==> src/rtl/univ_shift_reg_pkg.sv <==
// Shared definitions for the universal shift register (mode encodings and
// configuration legality check). Imported by the RTL and the testbench.
`timescale 1ns/1ps
package univ_shift_reg_pkg;

  localparam int unsigned MODE_W = 3;

  localparam logic [MODE_W-1:0] MODE_HOLD = 3'b000;
  localparam logic [MODE_W-1:0] MODE_SHR  = 3'b001;
  localparam logic [MODE_W-1:0] MODE_SHL  = 3'b010;
  localparam logic [MODE_W-1:0] MODE_LOAD = 3'b011;
  localparam logic [MODE_W-1:0] MODE_ROR  = 3'b100;
  localparam logic [MODE_W-1:0] MODE_ROL  = 3'b101;
  localparam logic [MODE_W-1:0] MODE_CLR  = 3'b110;

  // Width needs at least two bits; counter must be able to hold WIDTH.
  function automatic bit usr_cfg_ok(input int unsigned width, input int unsigned cntw);
    return (width >= 2) && (cntw < 32) && ((64'(1) << cntw) > 64'(width));
  endfunction

endpackage

==> src/rtl/univ_shift_reg_if.sv <==
// Bus bundle for univ_shift_reg.
//   master: drives EN, MODE, D, SIR, SIL; observes Q, SOR, SOL, CNT, DONE.
//   slave : the register itself.
`timescale 1ns/1ps
interface univ_shift_reg_if #(
  parameter int unsigned WIDTH = 8,
  parameter int unsigned CNTW  = 4
);
  import univ_shift_reg_pkg::*;

  logic              EN;
  logic [MODE_W-1:0] MODE;
  logic [WIDTH-1:0]  D;
  logic              SIR;
  logic              SIL;
  logic [WIDTH-1:0]  Q;
  logic              SOR;
  logic              SOL;
  logic [CNTW-1:0]   CNT;
  logic              DONE;

  modport master (output EN, MODE, D, SIR, SIL, input Q, SOR, SOL, CNT, DONE);
  modport slave  (input EN, MODE, D, SIR, SIL, output Q, SOR, SOL, CNT, DONE);
endinterface

==> src/rtl/univ_shift_reg_bit_cell.sv <==
// usr_bit_cell: one storage bit of the universal shift register.
//   C, RN      : clock (rising) / async active-low reset
//   EN, MODE   : operation select, sampled on rising C
//   d          : parallel load bit
//   left_nb    : bit shifted in on right moves (SHR/ROR), from the higher index
//   right_nb   : bit shifted in on left moves (SHL/ROL), from the lower index
//   rst_bit    : value taken during reset
//   q          : stored bit
// Optional macro DELAY_MODEL_EN adds a TCQ clock-to-Q / reset-to-Q delay.
`timescale 1ns/1ps
module usr_bit_cell
  import univ_shift_reg_pkg::*;
#(
  parameter real TCQ = 1.5
) (
  input  logic              C,
  input  logic              RN,
  input  logic              EN,
  input  logic [MODE_W-1:0] MODE,
  input  logic              d,
  input  logic              left_nb,
  input  logic              right_nb,
  input  logic              rst_bit,
  output logic              q
);

  logic q_q;
  logic q_d;

  if (TCQ < 0.0) begin : g_bad_tcq
    $error("usr_bit_cell: TCQ must be non-negative");
  end

  // Next-state mux; reserved encoding falls through to hold.
  always_comb begin
    q_d = q_q;
    if (EN) begin
      case (MODE)
        MODE_SHR, MODE_ROR: q_d = left_nb;
        MODE_SHL, MODE_ROL: q_d = right_nb;
        MODE_LOAD:          q_d = d;
        MODE_CLR:           q_d = 1'b0;
        default:            q_d = q_q;
      endcase
    end
  end

`ifdef DELAY_MODEL_EN
  always_ff @(posedge C or negedge RN) begin
    if (!RN) q_q <= #TCQ rst_bit;
    else     q_q <= #TCQ q_d;
  end
`else
  always_ff @(posedge C or negedge RN) begin
    if (!RN) q_q <= rst_bit;
    else     q_q <= q_d;
  end
`endif

  assign q = q_q;

endmodule

==> src/rtl/univ_shift_reg.sv <==
// univ_shift_reg: WIDTH-bit universal shift register (hold, shift, rotate,
// load, sync clear) with a saturating shift counter and DONE flag.
//   C, RN : clock (rising) / async active-low reset
//   bus   : univ_shift_reg_if slave (EN, MODE, D, SIR, SIL in;
//           Q, SOR, SOL, CNT, DONE out). SOR/SOL are combinational from Q.
// Optional macro DELAY_MODEL_EN: Q, CNT, DONE update TCQ after the edge.
`timescale 1ns/1ps
module univ_shift_reg
  import univ_shift_reg_pkg::*;
#(
  parameter int unsigned      WIDTH     = 8,
  parameter int unsigned      CNTW      = 4,
  parameter logic [WIDTH-1:0] RESET_VAL = '0,
  parameter real              TCQ       = 1.5
) (
  input  logic                 C,
  input  logic                 RN,
  univ_shift_reg_if.slave      bus
);

  localparam logic [CNTW-1:0] CNT_MAX = CNTW'(WIDTH);

  if (!usr_cfg_ok(WIDTH, CNTW)) begin : g_bad_cfg
    $error("univ_shift_reg: need WIDTH >= 2 and 2**CNTW > WIDTH");
  end

  logic [WIDTH-1:0] q_vec;
  logic [WIDTH-1:0] left_vec;
  logic [WIDTH-1:0] right_vec;
  logic             msb_in;
  logic             lsb_in;
  logic [CNTW-1:0]  cnt_q;
  logic [CNTW-1:0]  cnt_d;
  logic             done_q;
  logic             done_d;

  // End bits choose between serial input and wrap-around depending on mode.
  always_comb begin
    msb_in    = (bus.MODE == MODE_ROR) ? q_vec[0]       : bus.SIR;
    lsb_in    = (bus.MODE == MODE_ROL) ? q_vec[WIDTH-1] : bus.SIL;
    left_vec  = {msb_in, q_vec[WIDTH-1:1]};
    right_vec = {q_vec[WIDTH-2:0], lsb_in};
  end

  for (genvar i = 0; i < WIDTH; i++) begin : g_bit
    usr_bit_cell #(
      .TCQ (TCQ)
    ) u_cell (
      .C        (C),
      .RN       (RN),
      .EN       (bus.EN),
      .MODE     (bus.MODE),
      .d        (bus.D[i]),
      .left_nb  (left_vec[i]),
      .right_nb (right_vec[i]),
      .rst_bit  (RESET_VAL[i]),
      .q        (q_vec[i])
    );
  end

  // Saturating shift counter; DONE tracks the post-edge count.
  always_comb begin
    cnt_d  = cnt_q;
    done_d = done_q;
    if (bus.EN) begin
      case (bus.MODE)
        MODE_LOAD, MODE_CLR: cnt_d = '0;
        MODE_SHR, MODE_SHL, MODE_ROR, MODE_ROL: begin
          if (cnt_q < CNT_MAX) cnt_d = cnt_q + CNTW'(1);
        end
        default: cnt_d = cnt_q;
      endcase
      done_d = (cnt_d == CNT_MAX);
    end
  end

`ifdef DELAY_MODEL_EN
  always_ff @(posedge C or negedge RN) begin
    if (!RN) begin
      cnt_q  <= #TCQ '0;
      done_q <= #TCQ 1'b0;
    end else begin
      cnt_q  <= #TCQ cnt_d;
      done_q <= #TCQ done_d;
    end
  end
`else
  always_ff @(posedge C or negedge RN) begin
    if (!RN) begin
      cnt_q  <= '0;
      done_q <= 1'b0;
    end else begin
      cnt_q  <= cnt_d;
      done_q <= done_d;
    end
  end
`endif

  assign bus.Q    = q_vec;
  assign bus.SOR  = q_vec[0];
  assign bus.SOL  = q_vec[WIDTH-1];
  assign bus.CNT  = cnt_q;
  assign bus.DONE = done_q;

endmodule

==> src/flat_wrapper.sv <==
// flat-port wrapper written by rule: the top's interface ports become plain ports
module univ_shift_reg_flat import univ_shift_reg_pkg::*;
#(
  parameter int unsigned      WIDTH     = 8,
  parameter int unsigned      CNTW      = 4,
  parameter logic [WIDTH-1:0] RESET_VAL = '0,
  parameter real              TCQ       = 1.5
)
  (C, RN, bus_EN, bus_MODE, bus_D, bus_SIR, bus_SIL, bus_Q, bus_SOR, bus_SOL, bus_CNT, bus_DONE);
  univ_shift_reg_if #(.WIDTH(WIDTH), .CNTW(CNTW)) bus_i ();
  input  logic C;
  input  logic RN;
  input wire logic [$bits(bus_i.EN)-1:0] bus_EN;
  input wire logic [$bits(bus_i.MODE)-1:0] bus_MODE;
  input wire logic [$bits(bus_i.D)-1:0] bus_D;
  input wire logic [$bits(bus_i.SIR)-1:0] bus_SIR;
  input wire logic [$bits(bus_i.SIL)-1:0] bus_SIL;
  output wire logic [$bits(bus_i.Q)-1:0] bus_Q;
  output wire logic [$bits(bus_i.SOR)-1:0] bus_SOR;
  output wire logic [$bits(bus_i.SOL)-1:0] bus_SOL;
  output wire logic [$bits(bus_i.CNT)-1:0] bus_CNT;
  output wire logic [$bits(bus_i.DONE)-1:0] bus_DONE;
  assign bus_i.EN = bus_EN;
  assign bus_i.MODE = bus_MODE;
  assign bus_i.D = bus_D;
  assign bus_i.SIR = bus_SIR;
  assign bus_i.SIL = bus_SIL;
  assign bus_Q = bus_i.Q;
  assign bus_SOR = bus_i.SOR;
  assign bus_SOL = bus_i.SOL;
  assign bus_CNT = bus_i.CNT;
  assign bus_DONE = bus_i.DONE;
  univ_shift_reg #(.WIDTH(WIDTH), .CNTW(CNTW), .RESET_VAL(RESET_VAL), .TCQ(TCQ)) u_core (.C(C), .RN(RN), .bus(bus_i));
endmodule
==> config.mk <==
export PLATFORM = sky130hd
export DESIGN_NAME = univ_shift_reg_flat
export DESIGN_NICKNAME = d
export VERILOG_FILES = /design/src/rtl/univ_shift_reg_pkg.sv /design/src/rtl/univ_shift_reg_if.sv /design/src/rtl/univ_shift_reg_bit_cell.sv /design/src/rtl/univ_shift_reg.sv /design/src/flat_wrapper.sv
export SDC_FILE = /design/constraint.sdc
export NUM_CORES = 1
export LEC_CHECK = 0
export BUFFER_PORTS_ARGS = -buffer_cell sky130_fd_sc_hd__buf_2
export CAP_MARGIN = 20
export CORE_UTILIZATION = 46
export CTS_CLUSTER_SIZE = 30
export DETAILED_ROUTE_END_ITERATION = 16
export HOLD_SLACK_MARGIN = 0.02
export PLACE_DENSITY = 0.75
export SYNTH_ARGS = -nofsm -noshare
export SYNTH_HDL_FRONTEND = slang
export SYNTH_SLANG_ARGS = --single-unit
==> constraint.sdc <==
create_clock -name C -period 1.4 [get_ports C]
set_input_delay 0.07 -clock C [delete_from_list [all_inputs] [get_ports C]]
set_output_delay 0.07 -clock C [all_outputs]
set_load 0.005 [all_outputs]
==> flow_summary.json, run 1 <==
{
  "status": "finished, violations left",
  "violations": "setup timing",
  "slew_headroom": 0.788,
  "regArea_um2": 325,
  "startpoint": "u_core.bus.CNT[1]$_DFFE_PN0P_",
  "synth_top_family_by_area": "compound AO/OA/AOI/OAI gates",
  "p_leak_nw": 0.630,
  "syn_avg_cell_area_um2": 7.80,
  "clock.fmax_mhz": 697,
  "worstHoldStart": "bus_SIR",
  "tns_ns": -0.0624,
  "cp-start-kind": "flop",
  "synth.most_common_cell": "nand2_1",
  "setup_ws_ns": -0.0346,
  "drc": 0,
  "ir_worst_vdd_mv": 0.858,
  "synthSimpleGateAreaFrac": 0.180,
  "dp_cells": 194,
  "rsz0062_at_grt": "yes",
  "end_kind": "flop",
  "powerDensity_nw_per_um2": 1140,
  "placed_cell_area_um2": 1270,
  "ys_seq_elements": 13,
  "fillCellCount": 204,
  "period_needed_ns": 1.43,
  "gp_congestion": 0.873,
  "coreArea_um2": 2210,
  "finalCritPeriodShare": 1.02,
  "cts_num_sinks": 13,
  "synth_compound_area_frac": 0.296,
  "grt_pass1_wl_mm": 4.86,
  "async_flop_share": 1.00,
  "numPortBuffers": 30,
  "first_global_vias": 1054,
  "first_pass_iters": 4,
  "initial_core_util": 0.490,
  "synth_top_cell_by_area": "dfrtp_1",
  "crit_fanout": 5,
  "finalInstanceArea_um2": 1340,
  "skew_ns": 0.000307,
  "viasPerCell": 6.03,
  "drive_gt1_frac": 0.349,
  "worstSetupPathType": "reg -> reg",
  "yosysSeqAreaShare": 0.300,
  "nets": 190,
  "cp_data_arrival_time_ns": 1.64,
  "pin_count": 31,
  "cts-root-buf": "clkbuf_4",
  "synth_fa_ha_area_frac": 0.0219,
  "antenna_left": 0,
  "synth_warnings": 0,
  "fin_cells": 200,
  "required_ns": 1.60,
  "clk_latency_ns": 0.28,
  "die-area_um2": 2550,
  "synthDominantCellAreaShare": 0.300,
  "synthTopCellsByArea": "dfrtp_1 30%, mux2i_1 6.5%, nand2_1 6.2%, o21ai_1 6.0%, buf_4 5.5%",
  "hold_viol": 0,
  "num_vias": 1205,
  "yosysUniqueCellTypes": 37,
  "drt_wl_total_mm": 2.94,
  "hold_slack_ns": 0.0744,
  "maxSlewViolCount": 0,
  "overflow": 0,
  "synth_edf_count": 0,
  "die_x_um": 50.5,
  "cts_max_level": 1,
  "multi_input_area_um2": 661,
  "syn_inst": 139,
  "grt_usage": 0.249,
  "synthToLayoutAreaGrowth_pct": 23.7,
  "post-place-ws_ns": -0.00477,
  "path_clk_slew_ns": 0.09,
  "finalSetupViolCount": 2,
  "synthesis.nets": 156,
  "synth_mux_area_frac": 0.0855,
  "fp.dieH_um": 50.5,
  "dpl.hpwl_mm": 2.14,
  "cts_buffers": 3,
  "cts_tree": "yes",
  "drt_iter0_drc": 54,
  "syn_area_um2": 1080,
  "rows": 17,
  "hp-class": "in -> reg",
  "crit-reg2reg-launch": "u_core.bus.CNT[1]$_DFFE_PN0P_",
  "grt_max_degree": 16,
  "route.detailed.wl_per_inst_um": 14.7,
  "ys.flop_type": "dfrtp_1",
  "cap_viol_max_count": 0,
  "n_antenna_cell": 0,
  "worst_slew_pin_slew_ns": 0.315,
  "synth_commonest_cells": "18 x nand2_1, 13 x dfrtp_1, 13 x o21ai_1",
  "power_mw": 1.53,
  "cts_buffer_depth": 2,
  "synthXorXnorAreaFrac": 0.00808,
  "antenna_found_initial": 0,
  "final_util": 0.606
}
report_power, final:
part / switching (mW) / internal [mW] / leakage (nW)
Clock: 0.140 / 0.106 / 0.0177
Combinational: 0.358 / 0.357 / 0.442
Sequential: 0.105 / 0.463 / 0.171
final timing paths:
check	slack, ns	endpoint	depth (start not counted)
max in group asynchronous	0.96	u_core.bus.CNT[1]$_DFFE_PN0P_	2
worst min register to register	0.57	u_core.g_bit[1].u_cell.q$_DFFE_PN0P_	2
worst min-delay path	0.07	u_core.g_bit[7].u_cell.q$_DFFE_PN0P_	3
min in group asynchronous	0.20	u_core.g_bit[7].u_cell.q$_DFFE_PN0P_	2
worst max register to register	-0.03	u_core.bus.CNT[1]$_DFFE_PN0P_	5
worst max-delay path	-0.03	u_core.bus.CNT[1]$_DFFE_PN0P_	5
final cells by class:
type	instances	area share
Clock buffer	3	0.0168
Clock inverter	1	0.00373
Inverter	5	0.0140
Multi-Input combinational cell	104	0.493
Sequential cell	13	0.243
Tap cell	28	0.0261
Timing Repair Buffer	46	0.204
state kept, by name, indices dropped and copies added, names as in the netlist:
signal	count
u_core.bus.DONE	1
u_core.g_bit.u_cell.q	8
u_core.bus.CNT	4
cells in the final DEF (no fill, tap or decap), drive strengths merged, types with 3 or more instances in the layout:
cell	synthesis	final
clkbuf	5	3
mux2i	7	7
nand2	18	18
o22ai	5	5
a221oi	3	3
nand3	5	5
nand2b	3	3
a21oi	8	8
buf	12	45
nor2	8	8
o221ai	3	3
o21ai	21	21
inv	5	5
dfrtp	13	13
kinds of logic (layout without fill, tap and decap cells):
family          after synthesis  count (layout)
compound gates               50              50
simple gates                 42              42
buf+inv                      22              55
flops                        13              13
mux                           9               9
fa+ha+maj                     2               2
xor+xnor                      1               1
worst max-delay path, cell delays in order (launching register included):
cell and delay [ns]:
dfrtp_1 0.43, ha_2 0.36, nand2_1 0.07, o31ai_2 0.21, o21ai_0 0.15, o21ai_1 0.13
per-layer routing:
metal	wire [um]	GRT usage	share of wire
met1	1220	0.335	0.42
met2	1440	0.404	0.49
met3	264	0.0364	0.090
met4	16	0.0880	0.0054
met5	0	0	0
repair_timing:
| item | in CTS | in global routing |
|---|---|---|
| hold buffers | 1 | 0 |
| resized for setup | 1 | 3 |
| setup endpoints to repair | 2 | 4 |
| hold endpoints to repair | 13 | 0 |
| setup buffers | 1 | 0 |
Power figures use the tool's default switching activity.
==> run 2: changes to the inputs <==
Settings changed: CORE_MARGIN from default to 5, SKIP_LAST_GASP from default to 1.
==> flow_summary.json, run 2 (same netlist as run 1, synthesis figures left out) <==
{
  "drt_iter0_drc": 45,
  "cts_tree": "yes",
  "cts_num_sinks": 13,
  "required_ns": 1.60,
  "fp.dieH_um": 58.5,
  "cts-root-buf": "clkbuf_4",
  "clk_latency_ns": 0.27,
  "route.detailed.wl_per_inst_um": 15.6,
  "worst_slew_pin_slew_ns": 0.315,
  "violations": "setup timing",
  "cap_viol_max_count": 0,
  "path_cells": "inv_1 > o21ai_0 > o221ai_1 > or3_1 > o22ai_2",
  "finalSetupViolCount": 1,
  "status": "finished, violations left",
  "gp_congestion": 0.945,
  "dpl.hpwl_mm": 2.27,
  "cp-start-kind": "flop",
  "cts_max_level": 1,
  "viasPerCell": 5.97,
  "powerDensity_nw_per_um2": 1170,
  "fin_cells": 198,
  "synthToLayoutAreaGrowth_pct": 23.6,
  "layout_commonest_cell": "buf_2",
  "first_global_vias": 1113,
  "drc": 0,
  "coreArea_um2": 2230,
  "setup_ws_ns": -0.0405,
  "pin_count": 31,
  "num_vias": 1183,
  "cp_top_family": "compound AO/OA/AOI/OAI gates",
  "clock.fmax_mhz": 694,
  "dp_cells": 192,
  "maxSlewViolCount": 0,
  "finalInstanceArea_um2": 1340,
  "drive_gt1_frac": 0.335,
  "cts_buffers": 3,
  "die_x_um": 58.5,
  "power_mw": 1.57,
  "skew_ns": 0.00328,
  "slowest_delay_ns": 0.40,
  "n_antenna_cell": 0,
  "die-area_um2": 3430,
  "hold_viol": 0,
  "antenna_found_initial": 0,
  "fillCellCount": 212,
  "path_buf_inv": 1,
  "regArea_um2": 327,
  "rows": 17,
  "layout_common_cells": "30 x buf_2, 18 x nand2_1, 13 x o21ai_1, 12 x buf_4, 12 x dfrtp_1",
  "path_clk_slew_ns": 0.09,
  "numPortBuffers": 30,
  "p_leak_nw": 0.615,
  "placed_cell_area_um2": 1270,
  "finalCritPeriodShare": 1.03,
  "first_pass_iters": 5,
  "ir_worst_vdd_mv": 0.661,
  "rsz0062_at_grt": "yes",
  "hp-class": "in -> reg",
  "post-place-ws_ns": -0.0130,
  "nets": 188,
  "end_kind": "flop",
  "overflow": 0,
  "antenna_left": 0,
  "drt_wl_total_mm": 3.09,
  "crit_fanout": 4,
  "worstSetupPathType": "reg -> reg",
  "cts_buffer_depth": 2,
  "crit_slowest_cell": "dfrtp_1",
  "slew_headroom": 0.790,
  "grt_pass1_wl_mm": 5.01,
  "initial_core_util": 0.485,
  "grt_max_degree": 25,
  "cp_data_arrival_time_ns": 1.64,
  "grt_usage": 0.186,
  "largest_reg_flops": 8,
  "period_needed_ns": 1.44,
  "multi_input_area_um2": 662
}
==> run 2: changes by cell type in the layout (fill, tap and decap cells not counted), sizes merged <==
cell,delta
buf,-2
clkbuf,+1
clkinv,-1
==> run 2: repair_timing <==
action,CTS,global route
hold buffers,1,0
setup endpoints to repair,1,4
setup buffers,1,0
endpoints found under the hold margin,13,0
gates resized for setup,1,3
==> run 2: path summary, 6_finish.rpt <==
check,startpoint,end,slack (ns),cells past startpoint
max in group asynchronous,RN,u_core.bus.CNT[1]$_DFFE_PN0P_,0.93,2
hold reg to reg,u_core.bus.DONE$_DFFE_PN0P_,u_core.bus.DONE$_DFFE_PN0P_,0.57,2
setup / recovery,u_core.bus.CNT[3]$_DFFE_PN0P_,u_core.bus.DONE$_DFFE_PN0P_,-0.04,5
min in group asynchronous,RN,u_core.g_bit[7].u_cell.q$_DFFE_PN0P_,0.20,2
setup reg to reg,u_core.bus.CNT[3]$_DFFE_PN0P_,u_core.bus.DONE$_DFFE_PN0P_,-0.04,5
hold / removal,bus_SIR,u_core.g_bit[7].u_cell.q$_DFFE_PN0P_,0.08,3
==> run 2: report_power, final <==
group	switching (mW)	internal, mW	total (mW)
sequential	0.118	0.466	0.584
clock	0.136	0.110	0.246
combinational	0.358	0.378	0.736
==> run 2: worst reg2reg max path: cells and delay by family (launching register included) <==
family          cells  cell delay (ns)
buf+inv             1             0.08
simple gates        1             0.37
flops               1             0.40
compound gates      3             0.52
==> run 2: stage by stage <==
step	TNS [ns]	hold slack (ns)	utilization
finish	-0.0405	0.0753	0.599
global route	-0.103	0.0727	0.599
CTS	-0.0172	0.0760	0.595
detailed placement	-0.0130	-0.0150	0.570
global placement	0	-0.0164	0.570
floorplan	-0.0824	-0.226	-
==> run 2: routing by layer <==
layer | vias up | share of wire | global-route usage
met5 | - | 0 | 0
met4 | 0 | 0.037 | 0.0927
met3 | 12 | 0.070 | 0.0329
met2 | 63 | 0.47 | 0.285
met1 | 547 | 0.42 | 0.250
li1 | 561 | - | -
==> run 2: cell type report <==
cell class              count  share of cell area
multi-input cells         104               0.494
clock buffers               4              0.0196
flip-flops and latches     13               0.244
repair buffers             44               0.202
well taps                  28              0.0262
inverters                   5              0.0140
==> run 3: changes to the inputs <==
Settings changed: ABC_AREA from default to 1, CORE_UTILIZATION 46 to 43, PLACE_DENSITY 0.75 to 0.72.
==> flow_summary.json, run 3 <==
{
  "status": "finished, final reports clean",
  "dpl.hpwl_mm": 1.75,
  "path_clk_slew_ns": 0.08,
  "syn_inst": 137,
  "synthTopCellsByArea": "dfrtp_1 34%, nand2_1 23%, nand3_1 6.3%, buf_4 6.3%, nand2_2 5.2%",
  "cts-root-buf": "clkbuf_4",
  "clock.fmax_mhz": 790,
  "fp.dieH_um": 57.2,
  "coreArea_um2": 2170,
  "antenna_found_initial": 0,
  "cap_viol_max_count": 0,
  "yosysSeqAreaShare": 0.339,
  "hp-class": "in -> reg",
  "antenna_left": 0,
  "cts_num_sinks": 13,
  "drt_iter0_drc": 21,
  "grt_usage": 0.147,
  "layout_common_cells": "60 x nand2_1, 30 x buf_2, 12 x nand3_1, 12 x dfrtp_1",
  "maxSlewViolCount": 0,
  "crit_fanout": 6,
  "rows": 17,
  "cts_buffers": 3,
  "finalCritPeriodShare": 0.904,
  "die_x_um": 57.2,
  "cts_tree": "yes",
  "powerDensity_nw_per_um2": 1260,
  "clk_latency_ns": 0.27,
  "syn_avg_cell_area_um2": 7.00,
  "largest_reg_flops": 8,
  "ys_seq_elements": 13,
  "first_global_vias": 916,
  "drc": 0,
  "synth_warnings": 0,
  "p_leak_nw": 0.649,
  "synthDominantCellAreaShare": 0.339,
  "hold_slack_ns": 0.103,
  "cts_buffer_depth": 2,
  "tns_ns": 0,
  "viasPerCell": 4.96,
  "drt_wl_total_mm": 2.15,
  "worst_slew_pin_slew_ns": 0.356,
  "drive_gt1_frac": 0.345,
  "synth_top_cell_by_area": "dfrtp_1",
  "final_util": 0.520,
  "nets": 183,
  "gp_congestion": 0.918,
  "layout_commonest_cell": "nand2_1",
  "syn_area_um2": 958,
  "grt_max_degree": 14,
  "end_kind": "flop",
  "worstSetupPathType": "reg -> reg",
  "synth.most_common_cell": "nand2_1",
  "required_ns": 1.61,
  "ys.flop_type": "dfrtp_1",
  "period_needed_ns": 1.27,
  "cp-start-kind": "flop",
  "slew_headroom": 0.763,
  "yosysUniqueCellTypes": 22,
  "pin_count": 31,
  "cp_data_arrival_time_ns": 1.48,
  "n_antenna_cell": 0,
  "synthToLayoutAreaGrowth_pct": 17.8,
  "hold_viol": 0,
  "die-area_um2": 3270,
  "setup_ws_ns": 0.134,
  "synthesis.nets": 154,
  "finalSetupViolCount": 0,
  "grt_pass1_wl_mm": 3.92,
  "ir_worst_vdd_mv": 0.874,
  "cts_max_level": 1,
  "skew_ns": 0.00417,
  "synth_edf_count": 0,
  "first_pass_iters": 4,
  "synth_commonest_cells": "60 x nand2_1, 13 x dfrtp_1, 12 x nand3_1",
  "postCtsSetupRepairBufs": 0,
  "overflow": 0,
  "power_mw": 1.43,
  "rsz0062_at_grt": "no",
  "async_flop_share": 1.00,
  "num_vias": 958,
  "route.detailed.wl_per_inst_um": 11.1,
  "numPortBuffers": 30,
  "initial_core_util": 0.442,
  "post-place-ws_ns": 0.135
}
==> run 3: cell types whose count changed in the layout (fill, tap and decap cells not counted), moves of 6 or more <==
cell / previous run / this run
buf_4: 12 / 1
mux2i_1: 7 / 0
nand2_1: 18 / 60
nand2_2: 0 / 8
nand3_1: 5 / 12
o21ai_0: 8 / 2
o21ai_1: 13 / 0
==> run 3: worst max-delay path, stage by stage, from the launching register on <==
cell and delay, ns:
dfrtp_2 0.45, ha_1 0.27, a21oi_1 0.14, a21oi_1 0.06
nor2_1 0.13, nand3_1 0.10, nand2_1 0.06
==> run 3: layer usage <==
metal	routed length, um	GRT usage	up-vias
li1	-	-	484
met1	931	0.184	450
met2	1090	0.258	22
met3	109	0.0181	2
met4	17	0.0563	0
met5	0	0	-
==> run 3: path summary, 6_finish.rpt <==
check | depth (start not counted) | from | slack (ns) | endpoint
max | 6 | u_core.bus.CNT[1]$_DFFE_PN0P_ | 0.13 | u_core.bus.DONE$_DFFE_PN0P_
min | 3 | bus_EN | 0.10 | u_core.bus.CNT[2]$_DFFE_PN0P_
max reg2reg | 6 | u_core.bus.CNT[1]$_DFFE_PN0P_ | 0.13 | u_core.bus.DONE$_DFFE_PN0P_
min reg2reg | 2 | u_core.bus.DONE$_DFFE_PN0P_ | 0.51 | u_core.bus.DONE$_DFFE_PN0P_
max in group asynchronous | 2 | RN | 0.95 | u_core.bus.CNT[1]$_DFFE_PN0P_
min in group asynchronous | 2 | RN | 0.21 | u_core.bus.CNT[2]$_DFFE_PN0P_
==> run 3: report_power, final <==
group          switching [mW]  internal [mW]  total (mW)  leakage [nW]
sequential              0.111          0.477       0.588         0.169
combinational           0.332          0.280       0.613         0.465
clock                   0.117          0.110       0.227        0.0150
total                   0.560          0.867        1.43         0.649
==> run 3: what timing repair did <==
| action | CTS | global route |
|---|---|---|
| hold endpoints to repair | 13 | 0 |
| hold buffers | 1 | 0 |
| gates resized for setup | 0 | 1 |
| endpoints found under the setup margin | 0 | 1 |
==> run 3: logic make-up after synthesis <==
group,share of synthesized area
simple gates,0.413
compound gates,0.111
fa+ha+maj,0.0131
flops,0.339
xor+xnor,0.00914
buf+inv,0.115
==> run 3: per-stage QoR <==
stage / cell area (um2) / cells
final: 1130 / 193
after detailed placement: 1090 / 188
after CTS: 1130 / 193
after global routing: 1130 / 193
after floorplan: 958 / 137
after global placement: 1090 / 188
==> run 3: final cells by class <==
cell class,instances,area (um2)
fillers,232,1040
flip-flops and latches,13,327
inverters,12,50.0
well taps,28,35.0
clock buffers,4,26.3
repair buffers,32,168
multi-input cells,104,523
